## src/rtl/sh2_load_writeback_if.sv

```systemverilog
`default_nettype none
// ============================================================================
// Module      : sh2_load_writeback_if
// Description : Signal bundle for the SH-2 writeback stage. The slave modport
//               is the writeback block; the master modport is its environment
//               (execute/decode/bus on the input side, register file on the
//               output side).
//               Inputs : ce, ex_* (port A result), ld_* (load issue),
//                        bus_ack/bus_d (load data), *_chk/chk_en (decode).
//               Outputs: wa_*/wae (port A), wb_*/wbe (port B),
//                        hazard, ld_busy, ld_err.
// Revision    : 1.0 - initial release
// ============================================================================
interface sh2_load_writeback_if;
    logic        ce_i;
    logic        ex_we_i;
    logic [4:0]  ex_addr_i;
    logic [31:0] ex_d_i;
    logic        ld_req_i;
    logic [4:0]  ld_addr_i;
    logic [1:0]  ld_size_i;
    logic        ld_signed_i;
    logic [1:0]  ld_offs_i;
    logic        bus_ack_i;
    logic [31:0] bus_d_i;
    logic [4:0]  ra_chk_i;
    logic [4:0]  rb_chk_i;
    logic [4:0]  dst_chk_i;
    logic [2:0]  chk_en_i;
    logic [4:0]  wa_addr_o;
    logic [4:0]  wb_addr_o;
    logic [31:0] wa_d_o;
    logic [31:0] wb_d_o;
    logic        wae_o;
    logic        wbe_o;
    logic        hazard_o;
    logic        ld_busy_o;
    logic        ld_err_o;

    modport slave (
        input  ce_i, ex_we_i, ex_addr_i, ex_d_i,
        input  ld_req_i, ld_addr_i, ld_size_i, ld_signed_i, ld_offs_i,
        input  bus_ack_i, bus_d_i,
        input  ra_chk_i, rb_chk_i, dst_chk_i, chk_en_i,
        output wa_addr_o, wb_addr_o, wa_d_o, wb_d_o, wae_o, wbe_o,
        output hazard_o, ld_busy_o, ld_err_o
    );

    modport master (
        output ce_i, ex_we_i, ex_addr_i, ex_d_i,
        output ld_req_i, ld_addr_i, ld_size_i, ld_signed_i, ld_offs_i,
        output bus_ack_i, bus_d_i,
        output ra_chk_i, rb_chk_i, dst_chk_i, chk_en_i,
        input  wa_addr_o, wb_addr_o, wa_d_o, wb_d_o, wae_o, wbe_o,
        input  hazard_o, ld_busy_o, ld_err_o
    );
endinterface
`default_nettype wire

```

## src/rtl/sh2_load_writeback.sv

```systemverilog
`default_nettype none
// ============================================================================
// Module      : sh2_load_writeback
// Description : SH-2 writeback stage. Port A registers execute results on CE.
//               Port B retires a single outstanding load: captures bus data,
//               extracts/extends it big-endian and holds the write until a CE
//               cycle. A per-register pending scoreboard drives the decode
//               stall (hazard).
//               Ports: clk_i, rst_n_i (async active-low), bus (slave modport
//               of sh2_load_writeback_if).
// Revision    : 1.0 - initial release
// ============================================================================
module sh2_load_writeback #(
    parameter int REG_NUM = 17          // must be <= 32
) (
    input  wire logic             clk_i,
    input  wire logic             rst_n_i,
    sh2_load_writeback_if.slave   bus
);

    localparam logic [5:0] REG_LIM = 6'(REG_NUM);

    typedef enum logic [1:0] {
        S_IDLE  = 2'd0,
        S_WAIT  = 2'd1,
        S_READY = 2'd2
    } state_t;

    state_t              state_q, state_d;
    logic [4:0]          dst_q, dst_d;
    logic [1:0]          size_q, size_d;
    logic                sign_q, sign_d;
    logic [1:0]          offs_q, offs_d;
    logic [REG_NUM-1:0]  pend_q, pend_d;
    logic [4:0]          wb_addr_q, wb_addr_d;
    logic [31:0]         wb_d_q, wb_d_d;
    logic                wbe_q, wbe_d;
    logic                err_q, err_d;
    logic [4:0]          wa_addr_q;
    logic [31:0]         wa_d_q;
    logic                wae_q;

    logic                w_ld_valid, w_ex_valid, w_retire, w_busy, w_accept;
    logic [7:0]          w_byte;
    logic [15:0]         w_half;
    logic [31:0]         w_ext;

    // Scoreboard lookup; addresses outside the register range never hit.
    function automatic logic pend_hit(input logic [4:0] a, input logic [REG_NUM-1:0] p);
        logic hit;
        hit = 1'b0;
        for (int k = 0; k < REG_NUM; k++) begin
            if (a == 5'(k)) hit = p[k];
        end
        return hit;
    endfunction

    assign w_ld_valid = ({1'b0, bus.ld_addr_i} < REG_LIM);
    assign w_ex_valid = ({1'b0, bus.ex_addr_i} < REG_LIM);
    // The retire cycle frees the slot, allowing a back-to-back request.
    assign w_retire   = (state_q == S_READY) && bus.ce_i;
    assign w_busy     = (state_q != S_IDLE) && !w_retire;
    assign w_accept   = bus.ce_i && bus.ld_req_i && !w_busy && w_ld_valid;

    // Big-endian lane selection: offset 0 is the most significant byte.
    always_comb begin
        w_byte = 8'h00;
        case (offs_q)
            2'd0:    w_byte = bus.bus_d_i[31:24];
            2'd1:    w_byte = bus.bus_d_i[23:16];
            2'd2:    w_byte = bus.bus_d_i[15:8];
            default: w_byte = bus.bus_d_i[7:0];
        endcase
        w_half = offs_q[1] ? bus.bus_d_i[15:0] : bus.bus_d_i[31:16];
        w_ext  = bus.bus_d_i;
        case (size_q)
            2'd0:    w_ext = sign_q ? {{24{w_byte[7]}}, w_byte} : {24'h0, w_byte};
            2'd1:    w_ext = sign_q ? {{16{w_half[15]}}, w_half} : {16'h0, w_half};
            default: w_ext = bus.bus_d_i;
        endcase
    end

    always_comb begin
        state_d   = state_q;
        dst_d     = dst_q;
        size_d    = size_q;
        sign_d    = sign_q;
        offs_d    = offs_q;
        pend_d    = pend_q;
        wb_addr_d = wb_addr_q;
        wb_d_d    = wb_d_q;
        wbe_d     = wbe_q;
        err_d     = err_q | (bus.ce_i & bus.ld_req_i & w_busy);

        case (state_q)
            S_WAIT: begin
                if (bus.bus_ack_i) begin
                    wb_d_d    = w_ext;
                    wb_addr_d = dst_q;
                    wbe_d     = 1'b1;
                    state_d   = S_READY;
                end
            end
            S_READY: begin
                if (bus.ce_i) begin
                    wbe_d   = 1'b0;
                    state_d = S_IDLE;
                    for (int k = 0; k < REG_NUM; k++) begin
                        if (dst_q == 5'(k)) pend_d[k] = 1'b0;
                    end
                end
            end
            default: ;
        endcase

        // Set after the retire clear so a back-to-back load to the same
        // register keeps its pending bit.
        if (w_accept) begin
            dst_d   = bus.ld_addr_i;
            size_d  = bus.ld_size_i;
            sign_d  = bus.ld_signed_i;
            offs_d  = bus.ld_offs_i;
            state_d = S_WAIT;
            for (int k = 0; k < REG_NUM; k++) begin
                if (bus.ld_addr_i == 5'(k)) pend_d[k] = 1'b1;
            end
        end
    end

    always_ff @(posedge clk_i or negedge rst_n_i) begin
        if (!rst_n_i) begin
            state_q   <= S_IDLE;
            dst_q     <= 5'd0;
            size_q    <= 2'd0;
            sign_q    <= 1'b0;
            offs_q    <= 2'd0;
            pend_q    <= '0;
            wb_addr_q <= 5'd0;
            wb_d_q    <= 32'h0;
            wbe_q     <= 1'b0;
            err_q     <= 1'b0;
            wa_addr_q <= 5'd0;
            wa_d_q    <= 32'h0;
            wae_q     <= 1'b0;
        end else begin
            state_q   <= state_d;
            dst_q     <= dst_d;
            size_q    <= size_d;
            sign_q    <= sign_d;
            offs_q    <= offs_d;
            pend_q    <= pend_d;
            wb_addr_q <= wb_addr_d;
            wb_d_q    <= wb_d_d;
            wbe_q     <= wbe_d;
            err_q     <= err_d;
            if (bus.ce_i) begin
                wa_addr_q <= bus.ex_addr_i;
                wa_d_q    <= bus.ex_d_i;
                wae_q     <= bus.ex_we_i & w_ex_valid;
            end
        end
    end

    assign bus.wa_addr_o = wa_addr_q;
    assign bus.wa_d_o    = wa_d_q;
    assign bus.wae_o     = wae_q;
    assign bus.wb_addr_o = wb_addr_q;
    assign bus.wb_d_o    = wb_d_q;
    assign bus.wbe_o     = wbe_q;
    assign bus.ld_busy_o = w_busy;
    assign bus.ld_err_o  = err_q;
    assign bus.hazard_o  = (bus.chk_en_i[0] & pend_hit(bus.ra_chk_i,  pend_q))
                         | (bus.chk_en_i[1] & pend_hit(bus.rb_chk_i,  pend_q))
                         | (bus.chk_en_i[2] & pend_hit(bus.dst_chk_i, pend_q));

endmodule
`default_nettype wire

```

## src/flat_wrapper.sv

```systemverilog
// flat-port wrapper written by rule: the top's interface ports become plain ports
module sh2_load_writeback_flat 
#(
    parameter int REG_NUM = 17                          
)
  (clk_i, rst_n_i, bus_ce_i, bus_ex_we_i, bus_ex_addr_i, bus_ex_d_i, bus_ld_req_i, bus_ld_addr_i, bus_ld_size_i, bus_ld_signed_i, bus_ld_offs_i, bus_bus_ack_i, bus_bus_d_i, bus_ra_chk_i, bus_rb_chk_i, bus_dst_chk_i, bus_chk_en_i, bus_wa_addr_o, bus_wb_addr_o, bus_wa_d_o, bus_wb_d_o, bus_wae_o, bus_wbe_o, bus_hazard_o, bus_ld_busy_o, bus_ld_err_o);
  sh2_load_writeback_if bus_i ();
  input  wire logic clk_i;
  input  wire logic rst_n_i;
  input wire logic [$bits(bus_i.ce_i)-1:0] bus_ce_i;
  input wire logic [$bits(bus_i.ex_we_i)-1:0] bus_ex_we_i;
  input wire logic [$bits(bus_i.ex_addr_i)-1:0] bus_ex_addr_i;
  input wire logic [$bits(bus_i.ex_d_i)-1:0] bus_ex_d_i;
  input wire logic [$bits(bus_i.ld_req_i)-1:0] bus_ld_req_i;
  input wire logic [$bits(bus_i.ld_addr_i)-1:0] bus_ld_addr_i;
  input wire logic [$bits(bus_i.ld_size_i)-1:0] bus_ld_size_i;
  input wire logic [$bits(bus_i.ld_signed_i)-1:0] bus_ld_signed_i;
  input wire logic [$bits(bus_i.ld_offs_i)-1:0] bus_ld_offs_i;
  input wire logic [$bits(bus_i.bus_ack_i)-1:0] bus_bus_ack_i;
  input wire logic [$bits(bus_i.bus_d_i)-1:0] bus_bus_d_i;
  input wire logic [$bits(bus_i.ra_chk_i)-1:0] bus_ra_chk_i;
  input wire logic [$bits(bus_i.rb_chk_i)-1:0] bus_rb_chk_i;
  input wire logic [$bits(bus_i.dst_chk_i)-1:0] bus_dst_chk_i;
  input wire logic [$bits(bus_i.chk_en_i)-1:0] bus_chk_en_i;
  output wire logic [$bits(bus_i.wa_addr_o)-1:0] bus_wa_addr_o;
  output wire logic [$bits(bus_i.wb_addr_o)-1:0] bus_wb_addr_o;
  output wire logic [$bits(bus_i.wa_d_o)-1:0] bus_wa_d_o;
  output wire logic [$bits(bus_i.wb_d_o)-1:0] bus_wb_d_o;
  output wire logic [$bits(bus_i.wae_o)-1:0] bus_wae_o;
  output wire logic [$bits(bus_i.wbe_o)-1:0] bus_wbe_o;
  output wire logic [$bits(bus_i.hazard_o)-1:0] bus_hazard_o;
  output wire logic [$bits(bus_i.ld_busy_o)-1:0] bus_ld_busy_o;
  output wire logic [$bits(bus_i.ld_err_o)-1:0] bus_ld_err_o;
  assign bus_i.ce_i = bus_ce_i;
  assign bus_i.ex_we_i = bus_ex_we_i;
  assign bus_i.ex_addr_i = bus_ex_addr_i;
  assign bus_i.ex_d_i = bus_ex_d_i;
  assign bus_i.ld_req_i = bus_ld_req_i;
  assign bus_i.ld_addr_i = bus_ld_addr_i;
  assign bus_i.ld_size_i = bus_ld_size_i;
  assign bus_i.ld_signed_i = bus_ld_signed_i;
  assign bus_i.ld_offs_i = bus_ld_offs_i;
  assign bus_i.bus_ack_i = bus_bus_ack_i;
  assign bus_i.bus_d_i = bus_bus_d_i;
  assign bus_i.ra_chk_i = bus_ra_chk_i;
  assign bus_i.rb_chk_i = bus_rb_chk_i;
  assign bus_i.dst_chk_i = bus_dst_chk_i;
  assign bus_i.chk_en_i = bus_chk_en_i;
  assign bus_wa_addr_o = bus_i.wa_addr_o;
  assign bus_wb_addr_o = bus_i.wb_addr_o;
  assign bus_wa_d_o = bus_i.wa_d_o;
  assign bus_wb_d_o = bus_i.wb_d_o;
  assign bus_wae_o = bus_i.wae_o;
  assign bus_wbe_o = bus_i.wbe_o;
  assign bus_hazard_o = bus_i.hazard_o;
  assign bus_ld_busy_o = bus_i.ld_busy_o;
  assign bus_ld_err_o = bus_i.ld_err_o;
  sh2_load_writeback #(.REG_NUM(REG_NUM)) u_core (.clk_i(clk_i), .rst_n_i(rst_n_i), .bus(bus_i));
endmodule
```

## config.mk

```make
export PLATFORM = sky130hd
export DESIGN_NAME = sh2_load_writeback_flat
export DESIGN_NICKNAME = d
export VERILOG_FILES = /design/src/rtl/sh2_load_writeback_if.sv /design/src/rtl/sh2_load_writeback.sv /design/src/flat_wrapper.sv
export SDC_FILE = /design/constraint.sdc
export NUM_CORES = 1
export LEC_CHECK = 0
export ABC_CLOCK_PERIOD_IN_PS = 4400
export CAP_MARGIN = 0
export CORE_UTILIZATION = 35
export CTS_CLUSTER_SIZE = 8
export DETAILED_ROUTE_END_ITERATION = 6
export GPL_TIMING_DRIVEN = 0
export MAX_ROUTING_LAYER = met4
export SLEW_MARGIN = 25
export SYNTH_ARGS = -nofsm -noshare
export SYNTH_HDL_FRONTEND = slang
export SYNTH_SLANG_ARGS = --single-unit
```

## constraint.sdc

```tcl
create_clock -name clk_i -period 4.4 [get_ports clk_i]
set_input_delay 0.88 -clock clk_i [delete_from_list [all_inputs] [get_ports clk_i]]
set_output_delay 0.88 -clock clk_i [all_outputs]
set_load 0.01 [all_outputs]
```

==> flow_summary.toml <==
[outcome]
status = "completed"

[power]
ir_drop_mv = 0.170
powerDensity_nw_per_um2 = 295
power.leakage_uw = 0.00308

[critical_path]
setup.worst_path.end_class = "output port"
cp.arrival_ns = 2.94
crit_fanout = 7
critPathKind = "input pin to output port"
reg2reg_setup_slack_ns = 2.23
worst_setup_path_start_kind = "input pin"
critPathLaunch = "bus_ra_chk_i[1]"
endpoint = "bus_hazard_o"
worstRegToRegCells = 7
worstPathRequired_ns = 3.52
r2r_end = "u_core.bus.wb_d_o[28]$_DFFE_PN0P_"
reg2reg_from = "u_core.state_q[1]$_DFFE_PN0P_"

[drt]
drtIter0Drc = 212
wl_per_cell_um = 17.9
drt_first_pass_iters = 4
drc_errors = 0
viasPerCell = 5.24
dr_total_vias = 4497
postRouteAntennaNets = 0
wl_mm = 15.4

[floorplanning]
rows = 43
io_pins = 182
core_area_um2 = 14100
die_w_um = 123
die_h_um = 123
die_area_um2 = 15100
initial_core_util_pct = 36.4

[timing]
min_period_ns = 3.82
finalHoldViolations = 0
max_freq_mhz = 262
slew_viol_final = 0
fin_skew_ns = 0.00933
setup_violations = 0
tightestPinTransition_ns = 0.582
min_period_over_period_pct = 86.7
slew_headroom_pct = 61.2
rsz0062_at_grt = "false"

[global_route]
grt_max_degree = 56
grt_overflow_total = 0
grt_pass1_wl_mm = 24.2
grt.met1_usage_pct = 29.0
grt_pass1_vias = 4498
use_met2_pct = 33.3
gr-usage-all-layers_pct = 21.8
busiest_layer = "met2"
grt_use_met3_pct = 5.03
antenna_found_initial = 0

[clock_network]
cts_root_buffer = "clkbuf_16"
cts_tree = "built"
numCtsBuffers = 9
hold_buffers = 0
clk_latency_ns = 0.35
cts.path.max_buffers = 2
path_clk_slew_ns = 0.07
post_cts_buffers = 0
htree_levels = 3
cts_resized = 0
cts_sinks = 106

[final_layout]
antennaDiodeCount = 0
final_cell_area_um2 = 7440
area_delta_synth_final_pct = 45.2
nets = 780
final_util_pct = 52.8
drive_gt1_share_pct = 14.0

[logic_synthesis]
synthCells = 488
ys.flop_type = "dfrtp_1"
synth_top_family_by_area = "compound AO/OA/AOI/OAI gates"
avgSynthCellArea_um2 = 10.5
netlist_area_um2 = 5130
async_flop_share_pct = 100
synth_compound_area_share_pct = 16.3
synth_most_common_cell = "dfrtp_1"
ys_types = 51
ys_top_cells_by_count = "dfrtp_1 (106), nand2_1 (79), o21ai_0 (59)"
synth_top_area_share_pct = 51.7
ys_seq_area_share_pct = 51.7
yosysTopAreaCell = "dfrtp_1"
synth_edf_count = 0
ys_top_cells_by_area = "dfrtp_1 (52%), mux2_2 (10%), nand2_1 (5.8%)"
syn_nets = 594
yosys_warnings = 0
synth-xor-area-share_pct = 0
synth_simple_gate_area_share_pct = 13.4
synthAdderAreaFrac_pct = 0.732
synthMuxAreaShare_pct = 14.8
yosys_register_bits = 106

[place]
placed_area_um2 = 7120
dp.final_hpwl_mm = 11.7
gp_congestion = 0.868
io_buffers = 174

[flow_run]
maxCapViolCount = 0

[hold_path]
hp-class = "register to register"
[power by group]
group	internal [µW]	total, µW	switching, µW	leakage (µW)
sequential	1010	1030	17.7	0.00138
clock	500	862	362	0.000145
combinational	187	307	120	0.00156
total	1700	2190	499	0.00308
[worst max-delay path, stage by stage]
cell,delay [ns]
clkdlybuf4s50_1,0.60
a21oi_1,0.06
or3_1,0.33
a311oi_1,0.28
o211ai_1,0.12
o211ai_1,0.10
clkdlybuf4s50_1,0.56
[final cells by class]
cell class / count / area [µm²]
fillers: 1319 / 6650
repair buffers: 175 / 1770
clock buffers: 10 / 229
flip-flops and latches: 106 / 2650
well taps: 180 / 225
multi-input cells: 348 / 2320
inverters: 7 / 26.3
plain buffers: 27 / 125
clock inverters: 6 / 91.3
[cells by family after synthesis]
kind of cell | Yosys count
adders and majority gates | 3
buffers and inverters | 34
DFF | 106
and+or+nand+nor | 151
muxes | 61
AOI/OAI and AO/OA | 133
[worst min path at each step]
stage	startpoint	end	slack, ns	cells past startpoint
final	u_core.bus.ld_err_o$_DFF_PN0_	u_core.bus.ld_err_o$_DFF_PN0_	0.47	1
after detailed placement	u_core.bus.ld_err_o$_DFF_PN0_	u_core.bus.ld_err_o$_DFF_PN0_	0.46	1
after CTS	u_core.bus.ld_err_o$_DFF_PN0_	u_core.bus.ld_err_o$_DFF_PN0_	0.47	1
after global routing	rst_n_i	u_core.bus.wb_d_o[22]$_DFFE_PN0P_	0.51	1
after floorplan	u_core.dst_q[4]$_DFFE_PN0P_	u_core.bus.wb_addr_o[4]$_DFFE_PN0P_	0.48	2
after global placement	u_core.bus.ld_err_o$_DFF_PN0_	u_core.bus.ld_err_o$_DFF_PN0_	0.46	1
[state kept, by name (all words and copies together) (netlist names)]
register and flops:
u_core.bus.wb_addr_o 5, u_core.dst_q 5, u_core.bus.wae_o 1, u_core.bus.wbe_o 1, u_core.size_q 2, u_core.bus.wa_d_o 32, u_core.bus.ld_err_o 1, u_core.bus.wb_d_o 32
u_core.pend_q 17, u_core.state_q 2, u_core.offs_q 2, u_core.bus.wa_addr_o 5, u_core.sign_q 1
[metal layers]
metal,routed length (µm),vias up
met2,7420,151
met3,879,14
met4,156,0
li1,-,2131
met1,6950,2201
met5,0,-
[through the flow]
step	TNS (ns)	setup slack (ns)	cells	total power [µW]	hold WS, ns
6_report	0	0.584	859	2190	0.469
5_1_grt	0	0.412	859	2290	0.506
4_1_cts	0	0.567	859	2220	0.475
3_5_place_dp	0	0.574	843	1350	0.458
3_3_place_gp	-175.33	-1.66	842	1350	0.456
2_1_floorplan	0	1.44	488	1140	0.484
[cell usage in the layout, fill, tap and decap left out, types with 3 or more instances in the layout]
master             n
or2_2              3
o31ai_1            4
dfrtp_1          106
mux4_2             6
a31oi_1            3
a21oi_1           25
o211ai_1           4
nand2b_1           5
nor2b_1            4
nor2_1            31
ha_1               3
o221a_2            7
buf_1              4
a32oi_1            7
nand2_1           79
nand3b_1           7
o22ai_1            7
mux2i_1            7
inv_1              7
clkinvlp_4         3
clkbuf_16          9
nand3_1            7
o21ai_0           59
buf_2              6
clkbuf_1          15
buf_6              3
clkdlybuf4s50_1  173
mux2_2            47
a21o_1             3
(Power assumes the default switching activity.)
